### src/rtl/wrptr_full_gray_af_if.sv
// Write-side bundle between the write client / pointer logic and the flag consumers.
// The handshake: a write transfers in every i_wr_clk cycle where i_wr_en=1 and o_full=0 (o_wr_accept=1); i_wr_en never waits on o_wr_accept.
interface wrptr_full_gray_af_if #(
    parameter int PTR_WIDTH = 3
);
    logic                 i_wr_en;
    logic [PTR_WIDTH:0]   i_rdptr_gray_sync;
    logic [PTR_WIDTH:0]   i_af_thresh;
    logic                 i_clr_ovf;
    logic                 o_wr_accept;
    logic [PTR_WIDTH-1:0] o_wraddr;
    logic [PTR_WIDTH:0]   o_wrptr_bin;
    logic [PTR_WIDTH:0]   o_wrptr_gray;
    logic                 o_full;
    logic                 o_almost_full;
    logic [PTR_WIDTH:0]   o_wr_level;
    logic                 o_overflow;

    modport master (
        output i_wr_en, i_rdptr_gray_sync, i_af_thresh, i_clr_ovf,
        input  o_wr_accept, o_wraddr, o_wrptr_bin, o_wrptr_gray,
               o_full, o_almost_full, o_wr_level, o_overflow
    );

    modport slave (
        input  i_wr_en, i_rdptr_gray_sync, i_af_thresh, i_clr_ovf,
        output o_wr_accept, o_wraddr, o_wrptr_bin, o_wrptr_gray,
               o_full, o_almost_full, o_wr_level, o_overflow
    );
endinterface

### src/rtl/wrptr_full_gray_af.sv
// Async-FIFO write pointer: binary + Gray pointer, registered full / level / almost-full / overflow.
// Define WRPTR_OVF_STICKY_EN to make o_overflow sticky (cleared by i_clr_ovf); default is a one-cycle pulse.
module wrptr_full_gray_af #(
    parameter int PTR_WIDTH = 3
) (
    input  logic                  i_wr_clk,
    input  logic                  i_rst_n,
    wrptr_full_gray_af_if.slave   bus
);
    logic [PTR_WIDTH:0] wbin_q;
    logic [PTR_WIDTH:0] wgray_q;
    logic [PTR_WIDTH:0] level_q;
    logic               full_q;
    logic               af_q;
    logic               ovf_q;

    logic               wr_accept;
    logic [PTR_WIDTH:0] wbin_next;
    logic [PTR_WIDTH:0] wgray_next;
    logic [PTR_WIDTH:0] rg;
    logic [PTR_WIDTH:0] rbin;
    logic [PTR_WIDTH:0] full_cmp;
    logic [PTR_WIDTH:0] level_next;
    logic               full_next;
    logic               af_next;
    logic               ovf_evt;
    logic               ovf_next;

    always_comb begin
        wr_accept  = bus.i_wr_en & ~full_q;
        wbin_next  = wbin_q + {{PTR_WIDTH{1'b0}}, wr_accept};
        wgray_next = wbin_next ^ (wbin_next >> 1);
        rg         = bus.i_rdptr_gray_sync;
        rbin       = '0;
        // Each binary bit is the XOR of all Gray bits at and above it.
        for (int i = 0; i <= PTR_WIDTH; i++) begin
            rbin[i] = ^(rg >> i);
        end
        // Full when the write pointer is exactly one lap ahead of the read pointer.
        full_cmp   = {~rg[PTR_WIDTH:PTR_WIDTH-1], rg[PTR_WIDTH-2:0]};
        full_next  = (wgray_next == full_cmp);
        level_next = wbin_next - rbin;
        af_next    = (level_next >= bus.i_af_thresh);
        ovf_evt    = bus.i_wr_en & full_q;
`ifdef WRPTR_OVF_STICKY_EN
        ovf_next   = ovf_evt | (ovf_q & ~bus.i_clr_ovf);
`else
        ovf_next   = ovf_evt;
`endif
    end

    always_ff @(posedge i_wr_clk or negedge i_rst_n) begin
        if (!i_rst_n) begin
            wbin_q  <= '0;
            wgray_q <= '0;
            level_q <= '0;
            full_q  <= 1'b0;
            af_q    <= 1'b0;
            ovf_q   <= 1'b0;
        end else begin
            wbin_q  <= wbin_next;
            wgray_q <= wgray_next;
            level_q <= level_next;
            full_q  <= full_next;
            af_q    <= af_next;
            ovf_q   <= ovf_next;
        end
    end

    assign bus.o_wr_accept   = wr_accept;
    assign bus.o_wraddr      = wbin_q[PTR_WIDTH-1:0];
    assign bus.o_wrptr_bin   = wbin_q;
    assign bus.o_wrptr_gray  = wgray_q;
    assign bus.o_full        = full_q;
    assign bus.o_almost_full = af_q;
    assign bus.o_wr_level    = level_q;
    assign bus.o_overflow    = ovf_q;
endmodule

### src/flat_wrapper.sv
// flat-port wrapper written by rule: the top's interface ports become plain ports
module wrptr_full_gray_af_flat 
#(
    parameter int PTR_WIDTH = 3
)
  (i_wr_clk, i_rst_n, bus_i_wr_en, bus_i_rdptr_gray_sync, bus_i_af_thresh, bus_i_clr_ovf, bus_o_wr_accept, bus_o_wraddr, bus_o_wrptr_bin, bus_o_wrptr_gray, bus_o_full, bus_o_almost_full, bus_o_wr_level, bus_o_overflow);
  wrptr_full_gray_af_if #(.PTR_WIDTH(PTR_WIDTH)) bus_i ();
  input  logic i_wr_clk;
  input  logic i_rst_n;
  input wire logic [$bits(bus_i.i_wr_en)-1:0] bus_i_wr_en;
  input wire logic [$bits(bus_i.i_rdptr_gray_sync)-1:0] bus_i_rdptr_gray_sync;
  input wire logic [$bits(bus_i.i_af_thresh)-1:0] bus_i_af_thresh;
  input wire logic [$bits(bus_i.i_clr_ovf)-1:0] bus_i_clr_ovf;
  output wire logic [$bits(bus_i.o_wr_accept)-1:0] bus_o_wr_accept;
  output wire logic [$bits(bus_i.o_wraddr)-1:0] bus_o_wraddr;
  output wire logic [$bits(bus_i.o_wrptr_bin)-1:0] bus_o_wrptr_bin;
  output wire logic [$bits(bus_i.o_wrptr_gray)-1:0] bus_o_wrptr_gray;
  output wire logic [$bits(bus_i.o_full)-1:0] bus_o_full;
  output wire logic [$bits(bus_i.o_almost_full)-1:0] bus_o_almost_full;
  output wire logic [$bits(bus_i.o_wr_level)-1:0] bus_o_wr_level;
  output wire logic [$bits(bus_i.o_overflow)-1:0] bus_o_overflow;
  assign bus_i.i_wr_en = bus_i_wr_en;
  assign bus_i.i_rdptr_gray_sync = bus_i_rdptr_gray_sync;
  assign bus_i.i_af_thresh = bus_i_af_thresh;
  assign bus_i.i_clr_ovf = bus_i_clr_ovf;
  assign bus_o_wr_accept = bus_i.o_wr_accept;
  assign bus_o_wraddr = bus_i.o_wraddr;
  assign bus_o_wrptr_bin = bus_i.o_wrptr_bin;
  assign bus_o_wrptr_gray = bus_i.o_wrptr_gray;
  assign bus_o_full = bus_i.o_full;
  assign bus_o_almost_full = bus_i.o_almost_full;
  assign bus_o_wr_level = bus_i.o_wr_level;
  assign bus_o_overflow = bus_i.o_overflow;
  wrptr_full_gray_af #(.PTR_WIDTH(PTR_WIDTH)) u_core (.i_wr_clk(i_wr_clk), .i_rst_n(i_rst_n), .bus(bus_i));
endmodule
### config.mk
export PLATFORM = sky130hd
export DESIGN_NAME = wrptr_full_gray_af_flat
export DESIGN_NICKNAME = d
export VERILOG_FILES = /design/src/rtl/wrptr_full_gray_af_if.sv /design/src/rtl/wrptr_full_gray_af.sv /design/src/flat_wrapper.sv
export SDC_FILE = /design/constraint.sdc
export NUM_CORES = 1
export LEC_CHECK = 0
export ABC_AREA = 1
export BUFFER_PORTS_ARGS = -buffer_cell sky130_fd_sc_hd__buf_2
export CAP_MARGIN = 20
export CORE_ASPECT_RATIO = 0.6
export CORE_MARGIN = 4
export CORE_UTILIZATION = 25
export DETAILED_ROUTE_END_ITERATION = 8
export PLACE_DENSITY = 0.46
export SLEW_MARGIN = 20
export SYNTH_ARGS = -nofsm -noshare
export SYNTH_HDL_FRONTEND = slang
export SYNTH_SLANG_ARGS = --single-unit
### constraint.sdc
create_clock -name i_wr_clk -period 3.4 [get_ports i_wr_clk]
set_input_delay 0.34 -clock i_wr_clk [delete_from_list [all_inputs] [get_ports i_wr_clk]]
set_output_delay 0.34 -clock i_wr_clk [all_outputs]
set_load 0.05 [all_outputs]
==> results.cfg, run 1 <==
[worst_setup_path]
worst_setup_path_start_kind = flop
critPathKind = reg -> reg
crit_path_end_kind = flop
path_cells = nor2_2, ha_1, ha_1, inv_1, nand2_1, nand2_1, ha_1, a21oi_1, o21a_1, xor2_1, ha_1, a21oi_1, nand3_1
reg2reg_setup_slack_ns = 0.73
rr_worst_depth = 13
critPathLaunch = u_core.bus.o_full$_DFF_PN0_
cp_num_buf_inv = 1
slowest_stage = dfrtp_1
critPathMaxStageDelay_ns = 0.39
cp.arrival_ns = 2.78
critPathMaxFanout = 4
worstSetupEndpoint = u_core.bus.o_almost_full$_DFF_PN0_
critical-path-top-delay-family = adder cells
r2r-end = u_core.bus.o_almost_full$_DFF_PN0_
rr_startpoint = u_core.bus.o_full$_DFF_PN0_
required_ns = 3.51
path_common_cell = ha_1
cp_num_cells = 13

[grt]
track_usage = 0.09113
overflow = 0
antenna_found_initial = 0
grt_pass1_wl_um = 3084
grt_pass1_vias = 686
grt_max_degree = 15

[synth]
synth-seq-cells = 14
synth_nets = 118
synth-simple-area-share = 0.2053
yosysUniqueCellTypes = 17
ys_warn_count = 0
seq_area_frac_synth = 0.4136
syn_avg_cell_area_um2 = 8.824
synth_top_family_by_area = simple AND/OR/NAND/NOR gates
synth_compound_area_frac = 0.02954
syn_area_um2 = 847.1
synthCells = 96
synth_fa_ha_area_frac = 0.1566
muxShareOfSynthArea = 0
synth_xor_area_frac = 0.07976

[timing]
fin_skew_ns = 0.001641
fin_crit_ns = 2.672
slew_viol_final = 0
fmax_ghz = 0.3742
relSlewSlack = 0.7976
grt_setup_unrepaired = no
worst_pin_slew_ns = 0.3036
hold_viol = 0
tns_ns = 0
finalCritPeriodShare = 0.7860
finalSetupViolations = 0

[drt]
drc = 0
viasPerCell = 4.035
firstDrtPassIters = 4
dr.first_iter.drc_count = 36
antenna_left = 0
post_drt_wl_per_cell_um = 10.21
num_vias = 690
totalWireLength_um = 1746

[finish]
area_growth_pct = 28.21
drive_above_1_share = 0.2937
final_common_cell = buf_2
fin_cells = 171
nets = 149
layout_common_cells = buf_2, nand2_1, inv_1, dfrtp_1, nand3_1
n_antenna_cell = 0
nFillCells = 338

[place]
post-place-cells = 166
io_buffers = 29
gp_congestion = 0.7974
dp_hpwl_um = 1509

[die]
fp.dieH_um = 53.09
pin_count = 31
core-area_um2 = 3263
dieWidth_um = 83.15
core.rowCount = 16
start_util = 0.2596
die_area_um2 = 4414

[cts]
cts_tree = yes
htree_levels = 1
cts_made_buffers = 3
cts-root-buf = clkbuf_8
clock_path_buffers = 2
clk_pin_slew_ns = 0.05
clk_latency_ns = 0.24
cts_sinks = 14

[min_path]
hold_path.class = in -> reg
min-delay-start = bus_i_wr_en

[outcome]
status = complete, no violations

[flow_run]
maxCapViolCount = 0
## state kept, by name, indices dropped and copies added, names as in the netlist
name / cells
u_core.bus.o_almost_full: 1
u_core.bus.o_full: 1
u_core.bus.o_wrptr_bin: 4
u_core.bus.o_wr_level: 4
u_core.bus.o_wrptr_gray: 3
u_core.bus.o_overflow: 1
## cell families after synthesis
kind of cell,Yosys count
buf+inv,22
fa+ha+maj,10
simple gates,40
flops,14
xor+xnor,6
compound gates,4
## cells in the mapped netlist
library cell | instances | share of area
nand2_1 | 21 | 0.093
inv_1 | 18 | 0.080
dfrtp_1 | 14 | 0.41
nand3_1 | 13 | 0.077
ha_1 | 9 | 0.13
buf_4 | 4 | 0.035
nor2_1 | 3 | 0.013
xor2_1 | 3 | 0.031
a21oi_1 | 2 | 0.012
nand4_1 | 2 | 0.015
fa_1 | 1 | 0.024
nand2_2 | 1 | 0.0074
o211ai_1 | 1 | 0.0089
o21a_1 | 1 | 0.0089
xnor2_1 | 1 | 0.010
xnor2_2 | 1 | 0.019
xor2_2 | 1 | 0.019
## worst register-to-register path: stages (launching register included)
cell and delay, ns:
dfrtp_1 0.39, nor2_2 0.12, ha_1 0.21, ha_1 0.20, inv_1 0.06, nand2_1 0.07
nand2_1 0.12, ha_1 0.36, a21oi_1 0.14, o21a_1 0.14, xor2_1 0.19, ha_1 0.29
a21oi_1 0.15, nand3_1 0.09
## per-layer routing
| layer | vias to the layer above | wire (µm) | track usage |
|---|---|---|---|
| met4 | 0 | 22 | 0.04891 |
| met3 | 2 | 93 | 0.02022 |
| met1 | 312 | 923 | 0.1199 |
| met5 | - | 0 | 0 |
| met2 | 19 | 706 | 0.1410 |
| li1 | 357 | - | - |
## cell type report
| class | instances | area (µm²) | share of cell area |
|---|---|---|---|
| inverters | 18 | 67.56 | 0.06221 |
| clock buffers | 4 | 55.05 | 0.05069 |
| repair buffers | 30 | 155.1 | 0.1429 |
| flip-flops and latches | 14 | 350.3 | 0.3226 |
| multi-input cells | 60 | 401.6 | 0.3698 |
| well taps | 45 | 56.30 | 0.05184 |
## metrics by stage
| step | hold slack (ns) | setup slack (ns) | util | area [µm²] |
|---|---|---|---|---|
| after detailed placement | 0.2517 | 0.6411 | 0.3129 | 1021 |
| after global routing | 0.3357 | 0.4191 | 0.3328 | 1086 |
| after global placement | 0.2467 | 0.6250 | 0.3129 | 1021 |
| after floorplan | 0.04441 | 0.2413 | - | 849.6 |
| after CTS | 0.2956 | 0.6708 | 0.3328 | 1086 |
| final | 0.3014 | 0.7277 | 0.3328 | 1086 |
## worst min-delay path by stage
stage                                                     to  slack (ns)  cells past startpoint
after floorplan           u_core.bus.o_almost_full$_DFF_PN0_        0.04                      0
after global placement    u_core.bus.o_almost_full$_DFF_PN0_        0.25                      1
after detailed placement  u_core.bus.o_wr_level[1]$_DFF_PN0_        0.25                      1
final                        u_core.bus.o_overflow$_DFF_PN0_        0.30                      3
after global routing         u_core.bus.o_overflow$_DFF_PN0_        0.34                      3
after CTS                    u_core.bus.o_overflow$_DFF_PN0_        0.30                      3
## what timing repair did
| action | CTS | global route |
|---|---|---|
| setup buffers | 0 | 0 |
| hold endpoints to repair | 14 | 0 |
| resized for setup | 0 | 0 |
| hold buffers | 1 | 0 |
Power of run 1 is not shown: default switching activity piles up to over one toggle a cycle in this logic, so the estimate is an artifact.
==> run 2: changes to the inputs <==
==> constraint.sdc (replaced) <==
create_clock -name i_wr_clk -period 2.8 [get_ports i_wr_clk]
set_input_delay 0.28 -clock i_wr_clk [delete_from_list [all_inputs] [get_ports i_wr_clk]]
set_output_delay 0.28 -clock i_wr_clk [all_outputs]
set_load 0.05 [all_outputs]
==> results.cfg, run 2 (synthesis results as in run 1) <==
[timing]
fmax_ghz = 0.3887
finalCritPeriodShare = 0.9189
slew_viol_final = 0
fin_skew_ns = 0.007376
layout_setup_ws_ns = 0.2272
finalSetupViolations = 0
worst_pin_slew_ns = 0.3055
hold_viol = 0
fin_crit_ns = 2.573
tns_ns = 0
relSlewSlack = 0.7964
grt_setup_unrepaired = no

[finish]
multiInputGateArea_um2 = 431.7
seqCellArea_um2 = 351.6
layout_common_cells = buf_2, nand2_1, inv_1, nand3_1, dfrtp_1
area_growth_pct = 30.72
utilization = 0.3393
nets = 149
nFillCells = 363
drive_above_1_share = 0.3095
fin_cells = 171
final_common_cell = buf_2
n_antenna_cell = 0

[drt]
post_drt_wl_per_cell_um = 10.40
totalWireLength_um = 1779
viasPerCell = 4.018
firstDrtPassIters = 4
dr.first_iter.drc_count = 45
antenna_left = 0
num_vias = 687
drc = 0

[grt]
grt_use_met1 = 0.1441
grt.busiest_layer = met1
antenna_found_initial = 0
grt_use_met2 = 0.1263
grt_use_met3 = 0.02022
overflow = 0
grt_pass1_wl_um = 3277
grt_pass1_vias = 684
track_usage = 0.09625
grt_max_degree = 15

[die]
core.rowCount = 16
dieWidth_um = 83.15
pin_count = 31
start_util = 0.2596
die_area_um2 = 4414
core-area_um2 = 3263
fp.dieH_um = 53.09

[cts]
cts_made_buffers = 3
post_cts_buffers = 0
clock_path_buffers = 2
htree_levels = 1
cts_tree = yes
clk_latency_ns = 0.24
cts-root-buf = clkbuf_8
clk_pin_slew_ns = 0.06
cts_sinks = 14

[outcome]
status = complete, no violations

[place]
io_buffers = 29
gp_congestion = 0.7319
post-place-cells = 166
dp_slack_ns = 0.1387
dp_hpwl_um = 1551

[worst_setup_path]
required_ns = 2.91
worst_setup_path_start_kind = flop
critPathMaxStageDelay_ns = 0.43
slowest_stage = dfrtp_2
path_cells = nor2_4, ha_4, ha_1, inv_1, nand2_1, nand2_1, ha_4, a21oi_1, o21a_1, xor2_1, ha_1, a21oi_1, nand3_1
critPathMaxFanout = 4
crit_path_end_kind = flop
critPathKind = reg -> reg
cp.arrival_ns = 2.69

[flow_run]
maxCapViolCount = 0

[min_path]
hold_path.class = in -> reg
run 2: cell counts in the layout (fill, tap and decap cells not counted):
No cell type changed its count.
run 2: through the flow:
stage	instance area (µm²)	hold slack, ns
finish	1107	0.2352
global route	1107	0.2522
CTS	1095	0.2375
detailed placement	1040	0.1937
global placement	1040	0.1921
floorplan	868.3	-0.01559
run 2: routing by layer:
metal / routed length, µm / vias up
li1: - / 358
met1: 970 / 302
met2: 669 / 23
met3: 108 / 4
met4: 31 / 0
met5: 0 / -
run 2: what timing repair did:
action | 4_1_cts | 5_1_grt
setup endpoints to repair | 0 | 1
hold buffers | 1 | 0
hold endpoints to repair | 14 | 0
gates resized for setup | 0 | 1
run 2: cell type report:
class	count	area share
Tap cell	45	0.05085
Timing Repair Buffer	30	0.1401
Multi-Input combinational cell	60	0.3898
Inverter	18	0.06102
Clock buffer	4	0.04068
Sequential cell	14	0.3175
run 2: worst max-delay path, delay by kind of cell, from the launching register on:
family	cells	cell delay, ns
AO/OA/AOI/OAI	3	0.42
XOR/XNOR	1	0.19
adder cells (fa/ha/maj)	4	0.91
buffers and inverters	1	0.06
flip-flops	1	0.43
AND/OR/NAND/NOR	4	0.42
run 2: worst paths after layout:
check | cells past startpoint | slack (ns) | endpoint | startpoint
setup / recovery | 13 | 0.23 | u_core.bus.o_almost_full$_DFF_PN0_ | u_core.bus.o_full$_DFF_PN0_
hold / removal | 3 | 0.24 | u_core.bus.o_overflow$_DFF_PN0_ | bus_i_wr_en
setup reg to reg | 13 | 0.23 | u_core.bus.o_almost_full$_DFF_PN0_ | u_core.bus.o_full$_DFF_PN0_
hold reg to reg | 2 | 0.52 | u_core.bus.o_overflow$_DFF_PN0_ | u_core.bus.o_full$_DFF_PN0_
max in group asynchronous | 2 | 2.10 | u_core.bus.o_full$_DFF_PN0_ | i_rst_n
min in group asynchronous | 2 | 0.45 | u_core.bus.o_wrptr_bin[1]$_DFF_PN0_ | i_rst_n
Power of run 2 is left out for the same reason.
==> run 3: changes to the inputs <==
--- a/config.mk
+++ b/config.mk
@@ -5,14 +5,13 @@
 export SDC_FILE = /design/constraint.sdc
 export NUM_CORES = 1
 export LEC_CHECK = 0
-export ABC_AREA = 1
 export BUFFER_PORTS_ARGS = -buffer_cell sky130_fd_sc_hd__buf_2
 export CAP_MARGIN = 20
 export CORE_ASPECT_RATIO = 0.6
 export CORE_MARGIN = 4
 export CORE_UTILIZATION = 25
 export DETAILED_ROUTE_END_ITERATION = 8
-export PLACE_DENSITY = 0.46
+export PLACE_DENSITY = 0.47
 export SLEW_MARGIN = 20
 export SYNTH_ARGS = -nofsm -noshare
 export SYNTH_HDL_FRONTEND = slang
==> results.cfg, run 3 <==
[outcome]
status = complete, no violations

[synth]
synth-main-ff-cell = dfrtp_1
ys_warn_count = 0
synth_nets = 88
yosysUniqueCellTypes = 18
synth-async-reset-ratio = 1.000
synth_edf_count = 0
syn_avg_cell_area_um2 = 12.00
seq_area_frac_synth = 0.4423
yosys.area.top_type = dfrtp_1
synthCells = 66
synth_common_cells = dfrtp_1, xnor2_1, ha_1, inv_1
yosysMostFrequentCell = dfrtp_1
synth_top_cell_area_share = 0.4423
syn_area_um2 = 792.0
ys_top_cells_by_area = dfrtp_1, ha_1, xnor2_1
synth-seq-cells = 14

[timing]
slew_viol_final = 0
tns_ns = 0
hold_viol = 0
grt_setup_unrepaired = no
fmax_ghz = 0.4019
fin_crit_ns = 2.488
relSlewSlack = 0.7796
layout_setup_ws_ns = 0.3115
fin_skew_ns = 0.002011
finalSetupViolations = 0
finalCritPeriodShare = 0.8887
worst_pin_slew_ns = 0.3282
hold_ws_ns = 0.2599

[die]
core.rowCount = 15
pin_count = 31
core-area_um2 = 2947
fp.dieH_um = 51.60
dieWidth_um = 80.67
start_util = 0.2688
die_area_um2 = 4162

[worst_setup_path]
critPathKind = in -> reg
required_ns = 2.94
cp.arrival_ns = 2.63
critPathMaxStageDelay_ns = 0.50
rr_worst_depth = 10
rr_startpoint = u_core.bus.o_full$_DFF_PN0_
crit_path_end_kind = flop
critPathLaunch = bus_i_rdptr_gray_sync[3]
critPathMaxFanout = 3
slowest_stage = fa_1
r2r-end = u_core.bus.o_almost_full$_DFF_PN0_
path_common_cell = a21o_1
worst_setup_path_start_kind = primary input
path_cells = buf_2, xnor2_1, xor2_1, xnor2_1, ha_1, fa_1, inv_1, ha_1, a21o_1, a21o_1, a21o_1
reg2reg_setup_slack_ns = 0.37

[finish]
nFillCells = 313
drive_above_1_share = 0.4184
final_common_cell = buf_2
n_antenna_cell = 0
area_growth_pct = 33.97
nets = 121
seqCellArea_um2 = 351.6
multiInputGateArea_um2 = 397.9
layout_common_cells = buf_2, dfrtp_1, xnor2_1, inv_1, ha_1

[drt]
antenna_left = 0
dr.first_iter.drc_count = 22
num_vias = 524
totalWireLength_um = 1590
post_drt_wl_per_cell_um = 11.36
viasPerCell = 3.743
drc = 0
firstDrtPassIters = 3

[place]
io_buffers = 29
gp_congestion = 0.7076
dp_slack_ns = 0.03400
dp_hpwl_um = 1339

[grt]
grt_pass1_wl_um = 2573
grt_max_degree = 15
overflow = 0
track_usage = 0.08502
grt_pass1_vias = 526
antenna_found_initial = 0

[cts]
clk_latency_ns = 0.24
cts_sinks = 14
clock_path_buffers = 2
htree_levels = 1
cts_tree = yes
cts_made_buffers = 3
clk_pin_slew_ns = 0.06
cts-root-buf = clkbuf_8

[flow_run]
maxCapViolCount = 0

[min_path]
hold_end = u_core.bus.o_overflow$_DFF_PN0_
hold_path.class = in -> reg
whs_path_depth = 2
min-delay-start = bus_i_wr_en
run 3: cell count changes in the layout (fill, tap and decap cells not counted), moves of 2 or more:
cell	before	now
nand3_1	13	2
nor2_1	2	0
nand4_1	2	0
xnor2_1	1	10
nand2_1	21	0
a21o_1	0	4
buf_4	0	2
inv_1	18	9
run 3: worst max path at each step:
stage | to | cells after the start
global placement | u_core.bus.o_almost_full$_DFF_PN0_ | 11
global route | u_core.bus.o_almost_full$_DFF_PN0_ | 11
finish | u_core.bus.o_almost_full$_DFF_PN0_ | 11
detailed placement | u_core.bus.o_almost_full$_DFF_PN0_ | 11
CTS | u_core.bus.o_almost_full$_DFF_PN0_ | 11
floorplan | u_core.bus.o_almost_full$_DFF_PN0_ | 10
run 3: final cells by class:
cell class	count	area share
multi-input combinational	39	0.3750
sequential	14	0.3314
timing repair buffer	32	0.1604
clock buffer	4	0.05189
tap	42	0.04953
inverter	9	0.03184
run 3: per-stage QoR:
stage / cells / cell area (µm²) / util
floorplan: 66 / 813.3 / -
global placement: 135 / 996.0 / 0.3380
detailed placement: 135 / 996.0 / 0.3380
CTS: 140 / 1061 / 0.3601
global route: 140 / 1061 / 0.3601
finish: 140 / 1061 / 0.3601
run 3: routing by layer:
layer / GRT usage / routed length, µm
met1: 0.1269 / 826
met2: 0.1071 / 592
met3: 0.05190 / 170
met4: 0 / 0
met5: 0 / 0
run 3: kinds of logic (layout without fill, tap and decap cells):
logic type | after synthesis | in the layout | synth area share
AND/OR/NAND/NOR | 6 | 6 | 0.04425
XOR/XNOR | 16 | 16 | 0.1959
AO/OA/AOI/OAI | 7 | 7 | 0.06951
adder cells (fa/ha/maj) | 10 | 10 | 0.1675
buffers and inverters | 13 | 45 | 0.08057
flip-flops | 14 | 14 | 0.4423
run 3: what timing repair did:
item / CTS / global route
setup buffers: 0 / 0
setup endpoints to repair: 0 / 0
hold buffers: 1 / 0
endpoints found under the hold margin: 14 / 0
resized for setup: 0 / 0
run 3: worst max-delay path, delay by kind of cell:
kind | cells | cell delay, ns
compound gates | 3 | 0.50
xor+xnor | 3 | 0.66
fa+ha+maj | 3 | 1.01
buf+inv | 2 | 0.17
Power of run 3 is left out for the same reason.
